$ cat config.mk
export PLATFORM = sky130hd
export DESIGN_NAME = pwm_deadtime
export DESIGN_NICKNAME = d
export VERILOG_FILES = /design/src/rtl/pwm_deadtime.sv
export SDC_FILE = /design/constraint.sdc
export NUM_CORES = 1
export LEC_CHECK = 0
export ABC_AREA = 0
export BUFFER_PORTS_ARGS = -buffer_cell sky130_fd_sc_hd__buf_2
export CELL_PAD_IN_SITES_DETAIL_PLACEMENT = 1
export CELL_PAD_IN_SITES_GLOBAL_PLACEMENT = 1
export CORE_AREA = 2 2 61 63
export CTS_CLUSTER_SIZE = 25
export DETAILED_ROUTE_END_ITERATION = 8
export DIE_AREA = 0 0 63 65
export GPL_TIMING_DRIVEN = 0
export PLACE_DENSITY_LB_ADDON = 0.12
export SYNTH_ARGS = -nofsm -noshare
export SYNTH_HDL_FRONTEND = slang
export SYNTH_SLANG_ARGS = --single-unit
$ cat constraint.sdc
create_clock -name clk -period 2.8 [get_ports clk]
set_input_delay 0.28 -clock clk [delete_from_list [all_inputs] [get_ports clk]]
set_output_delay 0.28 -clock clk [all_outputs]
set_load 0.03 [all_outputs]
$ cat src/rtl/pwm_deadtime.sv
// Complementary high/low gate-drive generator with programmable break-before-make
// dead time and a latched fault shutdown. Every output comes straight from a register.
module pwm_deadtime #(
    parameter int DT_WIDTH = 8
) (
    input  logic                clk,
    input  logic                rst_n,
    input  logic                en,
    input  logic                pwm_in,
    input  logic [DT_WIDTH-1:0] dead_time,
    input  logic                fault,
    input  logic                fault_clr,
    output logic                out_h,
    output logic                out_l,
    output logic                dead_active,
    output logic                fault_active
);

    typedef enum logic [2:0] {
        IDLE    = 3'd0,
        DEAD    = 3'd1,
        DRIVE_H = 3'd2,
        DRIVE_L = 3'd3,
        FAULT   = 3'd4
    } state_t;

    state_t              state_reg, state_next;
    logic                target_reg, target_next;
    logic [DT_WIDTH-1:0] cnt_reg, cnt_next;
    logic                out_h_reg, out_h_next;
    logic                out_l_reg, out_l_next;
    logic                dead_reg, dead_next;
    logic                fault_reg, fault_next;
    logic [DT_WIDTH-1:0] load_val;

    // A zero dead time still gives one both-low cycle, so the counter never starts at 0.
    assign load_val = (dead_time == '0) ? DT_WIDTH'(1) : dead_time;

    always_comb begin
        state_next  = state_reg;
        target_next = target_reg;
        cnt_next    = cnt_reg;
        out_h_next  = 1'b0;
        out_l_next  = 1'b0;
        dead_next   = 1'b0;
        fault_next  = 1'b0;

        if (fault) begin
            state_next = FAULT;
            fault_next = 1'b1;
        end else if (state_reg == FAULT) begin
            if (fault_clr) begin
                state_next = IDLE;
            end else begin
                fault_next = 1'b1;
            end
        end else if (!en) begin
            state_next = IDLE;
        end else begin
            case (state_reg)
                IDLE: begin
                    state_next  = DEAD;
                    target_next = pwm_in;
                    cnt_next    = load_val;
                    dead_next   = 1'b1;
                end
                DEAD: begin
                    if (pwm_in != target_reg) begin
                        // Retarget restarts the full interval, swallowing short pulses.
                        target_next = pwm_in;
                        cnt_next    = load_val;
                        dead_next   = 1'b1;
                    end else if (cnt_reg <= DT_WIDTH'(1)) begin
                        if (target_reg) begin
                            state_next = DRIVE_H;
                            out_h_next = 1'b1;
                        end else begin
                            state_next = DRIVE_L;
                            out_l_next = 1'b1;
                        end
                    end else begin
                        cnt_next  = cnt_reg - DT_WIDTH'(1);
                        dead_next = 1'b1;
                    end
                end
                DRIVE_H: begin
                    if (pwm_in) begin
                        out_h_next = 1'b1;
                    end else begin
                        state_next  = DEAD;
                        target_next = 1'b0;
                        cnt_next    = load_val;
                        dead_next   = 1'b1;
                    end
                end
                DRIVE_L: begin
                    if (!pwm_in) begin
                        out_l_next = 1'b1;
                    end else begin
                        state_next  = DEAD;
                        target_next = 1'b1;
                        cnt_next    = load_val;
                        dead_next   = 1'b1;
                    end
                end
                default: begin
                    state_next = IDLE;
                end
            endcase
        end
    end

    always_ff @(posedge clk or negedge rst_n) begin
        if (!rst_n) begin
            state_reg  <= IDLE;
            target_reg <= 1'b0;
            cnt_reg    <= '0;
            out_h_reg  <= 1'b0;
            out_l_reg  <= 1'b0;
            dead_reg   <= 1'b0;
            fault_reg  <= 1'b0;
        end else begin
            state_reg  <= state_next;
            target_reg <= target_next;
            cnt_reg    <= cnt_next;
            out_h_reg  <= out_h_next;
            out_l_reg  <= out_l_next;
            dead_reg   <= dead_next;
            fault_reg  <= fault_next;
        end
    end

    assign out_h        = out_h_reg;
    assign out_l        = out_l_reg;
    assign dead_active  = dead_reg;
    assign fault_active = fault_reg;

endmodule

# == Word-level counts from Yosys, hierarchy flattened ==
# Cells that the tools add are included.
# totals
wordCells,76
out_inout_bits,4
register_bits,16
in_bits,14
# classes
n_mux,45
n_addsub,1
n_reduce_logical,6
n_bitwise,2
n_lt_le_gt_ge,1
eq_ne,14
# ops
op,n
8-bit two-way mux,5
8-bit one-hot mux with 4 select lines,1
1-bit two-way mux,26
3-bit two-way mux,8
5-bit != test (second input constant),4
7-bit AND reduction,2
3-bit one-hot mux with 4 select lines,1
8-bit by 1-bit less-or-equal comparator with 1-bit output (second input constant),1
8-bit zero test,1
1-bit one-hot mux with 4 select lines,2
8-bit by 1-bit subtractor with 8-bit output (second input constant),1
3-bit by 2-bit equality test with 1-bit output (second input constant),2
2-bit != test (second input constant),3
3-bit != test (second input constant),2
5-bit AND reduction,1
1-bit one-hot mux with 2 select lines,2
4-bit nonzero test,1
3-bit by 1-bit equality test with 1-bit output (second input constant),1
3-bit equality test (second input constant),1
3-bit zero test,1
1-bit inverter,2
1-bit != test,1

# == Longest topological paths before layout ==
# depth
ltp_word,7
depth_mapped,7
depth_no_buf,7

# == Worst setup path before layout ==
# Ideal clock, no wire load.
# synth_timing
path_type,register -> register
start,reg state_reg[1]
end,reg cnt_reg[1]
required_ns,2.675
t_arrival_ns,1.718
stages_incl_launch_ff,8
period_less_slack_ns,1.843
setup_time_ns,0.125
n_path_buf,2
setup_slack_ns,0.957
cell_sequence,dfrtp_1 > buf_6 > or3b_1 > buf_6 > a31oi_4 > o21ai_4 > inv_4 > mux2_4
# synth_between
elab_chain_cells,3
word_cells_on_any_way,12
classes_between,eq/ne: 7; mux: 1; bitwise: 1; reduce/logical: 3
# synth_rtl
element,line_no,rtl
from (decl),27,"state_t state_reg, state_next;"
from (signal assigned),123,state_reg <= state_next;
"3-bit by 1-bit equality test with 1-bit output, or another cell as far along",60,case (state_reg)
"3-bit != test (no source line), or another cell as far along",-,
7-bit AND reduction (no source line),-,
to (signal assigned),125,cnt_reg <= cnt_next;
to (decl),29,"logic [DT_WIDTH-1:0] cnt_reg, cnt_next;"
# Several ways; a longest one is shown, not always the timed one.
# A chain may end at the register's enable or synchronous reset.

# == Worst setup path in the final report ==
# layout_timing
start,reg state_reg[2]
end,reg cnt_reg[3]
# The elaborated chain is that of the path after synthesis.

==> flow_metrics.tcl <==
set metrics [dict create \
    status "finished, final reports clean" \
    top_level_ports 18 \
    finish.utilization_pct 35.50 \
    synthesis.nets 126 \
    wirelength_um 2928 \
    powerDensity_nw_per_um2 500.6 \
    hpwl_um 2221 \
    cts_made_buffers 3 \
    grt_pass1_wl_um 4968 \
    antenna_found_initial 0 \
    wl_met2_um 1477 \
    synthArstFlopShare_pct 100.0 \
    ir_worst_vdd_v 0.0001749 \
    ys_warn_count 0 \
    synth.distinct_cells 41 \
    grt_start_max_net_pins 17 \
    hold_depth 2 \
    post-place-ws_ns 0.6844 \
    rr_worst_depth 4 \
    via_per_inst 5.444 \
    crit_chain "nor3b_1 -> clkbuf_1 -> o221ai_1 -> a22o_1" \
    htreeDepth 1 \
    n_antenna_cell 0 \
    syn_inst 110 \
    hold_path_end "fault_active$_DFF_PN0_" \
    syn_to_final_growth_pct 16.16 \
    root_buffer "clkbuf_4" \
    r2r_end "cnt_reg[3]$_DFFE_PN0P_" \
    die_w_um 63 \
    cp.required_ns 2.99 \
    final_cell_mix "buf_2 (19), dfrtp_1 (16), o21ai_0 (9), a21oi_1 (7), o221ai_1 (7)" \
    synth_seq_area_share_pct 37.47 \
    final_max_slew_viol_count 0 \
    hold_violations 0 \
    wl_per_cell_um 16.45 \
    fin_setup_tns_ns 0 \
    skew_ns 0.0008184 \
    fp.dieArea_um2 4095 \
    insertion_delay_ns 0.30 \
    regToRegStartpoint "state_reg[2]$_DFFE_PN0P_" \
    largest_register_ffs 8 \
    timing.final.ws_setup_ns 0.6592 \
    cts_tree "yes" \
    clk_path_buf_depth 2 \
    fin_crit_sh_pct 76.46 \
    drc_errors 0 \
    dr.pass1.iters 4 \
    path_clk_slew_ns 0.09 \
    antenna_left 0 \
    drive_above_1_share_pct 24.62 \
    crit_type "flip-flop to flip-flop" \
    start_kind "flip-flop" \
    drt-initial-drc-count 57 \
    critPathSlowestCell "nor3b_1" \
    num_vias 969 \
    path_max_fanout 10 \
    rsz0062_at_grt "no" \
    gp_congestion 0.7326 \
    die_h_um 65 \
    place_area_um2 1209 \
    p_leak_nw 0.5078 \
    power_uw 621.3 \
    maxCapViolCount 0 \
    grt_overflow 0 \
    critPathArrivalTime_ns 2.34 \
    netlist_area_um2 1069 \
    setup-violations-final 0 \
    worst_slew_pin_slew_ns 0.7334 \
    place.port_buffers 16 \
    period_needed_ns 2.141 \
    wl_met3_um 86 \
    fin_area_um2 1241 \
    min-delay-path-class "input port to flip-flop" \
    slowest_delay_ns 0.65 \
    r2r_slack_ns 0.66 \
    start_util_pct 30.57 \
    layout.nets 148 \
    ctsResizeCount 0 \
    ys.flop_type "dfrtp_1" \
    worstHoldStart "fault" \
    critPathCaptureType "flip-flop" \
    grt_pass1_vias 1023 \
    syn_area_per_cell_um2 9.714 \
    clock.fmax_ghz 0.4671 \
    top_layer "met4" \
    num-fill-cells 428 \
    m1WireLength_um 1304 \
    synth-seq-cells 16 \
    rows 22 \
    grt_use_total_pct 15.89 \
    slew_headroom_pct 51.00 \
    layout_commonest_cell "buf_2" \
    design.core.area_um2 3496 \
    numClockSinks 16 \
    synth-edff-count 0 \
]
==> Yosys cell counts, drive strengths merged, types with 4 or more instances <==
master | instances | area (µm²)
dfrtp | 16 | 400.4
o21ai | 10 | 61.31
a21oi | 7 | 35.03
o221ai | 7 | 61.31
inv | 6 | 25.03
buf | 5 | 37.53
nor3 | 5 | 25.02
nor4 | 4 | 25.02
==> cell type report <==
type	instances	area (µm²)	share of cell area, %
plain buffers	7	45.04	3.629
well taps	48	60.06	4.839
repair buffers	17	90.09	7.258
inverters	6	25.02	2.016
clock buffers	3	22.52	1.815
multi-input cells	81	598.1	48.19
flip-flops and latches	16	400.4	32.26
==> kinds of logic after synthesis <==
logic type | count (synthesis) | synth area share [%]
AOI/OAI and AO/OA | 40 | 29.39
and+or+nand+nor | 34 | 19.44
DFF | 16 | 37.47
buffers and inverters | 13 | 6.558
xor gates and xnor gates | 3 | 2.459
muxes | 2 | 2.342
adders and majority gates | 2 | 2.342
==> how the worst max path moves through the flow <==
| stage | from | endpoint | slack (ns) |
|---|---|---|---|
| detailed placement | state_reg[2]$_DFFE_PN0P_ | cnt_reg[2]$_DFFE_PN0P_ | 0.68 |
| global placement | state_reg[2]$_DFFE_PN0P_ | cnt_reg[2]$_DFFE_PN0P_ | 0.69 |
| floorplan | state_reg[1]$_DFFE_PN0P_ | cnt_reg[1]$_DFFE_PN0P_ | 0.96 |
| finish | state_reg[2]$_DFFE_PN0P_ | cnt_reg[3]$_DFFE_PN0P_ | 0.66 |
| CTS | state_reg[2]$_DFFE_PN0P_ | cnt_reg[2]$_DFFE_PN0P_ | 0.64 |
| global route | state_reg[2]$_DFFE_PN0P_ | cnt_reg[2]$_DFFE_PN0P_ | 0.47 |
==> critical path: cells and delay by family, from the launching register on <==
kind	cells	cell delay [ns]
buffers and inverters	1	0.44
AO/OA/AOI/OAI	2	0.47
flip-flops	1	0.47
AND/OR/NAND/NOR	1	0.65
==> layer usage <==
| layer | GRT usage, % | up-vias |
|---|---|---|
| met3 | 2.604 | 5 |
| met5 | 0 | - |
| met1 | 19.09 | 485 |
| met2 | 27.26 | 15 |
| li1 | - | 464 |
| met4 | 8.333 | 0 |
==> report_power, final <==
part / switching (mW) / internal [mW] / total (mW)
clock: 0.0759 / 0.0502 / 0.126
sequential: 0.0436 / 0.265 / 0.309
combinational: 0.108 / 0.0787 / 0.186
==> repair_timing <==
| item | 4_1_cts | 5_1_grt |
|---|---|---|
| buffers inserted | 0 | 0 |
| hold buffers | 1 | 0 |
| endpoints found under the hold margin | 16 | 0 |
==> per-stage QoR <==
stage	instances	hold slack, ns
floorplan	110	-0.01559
global placement	174	0.2207
detailed placement	174	0.2238
CTS	178	0.2208
global route	178	0.2303
finish	178	0.2201
No activity file was read; power rests on OpenSTA's default activity.
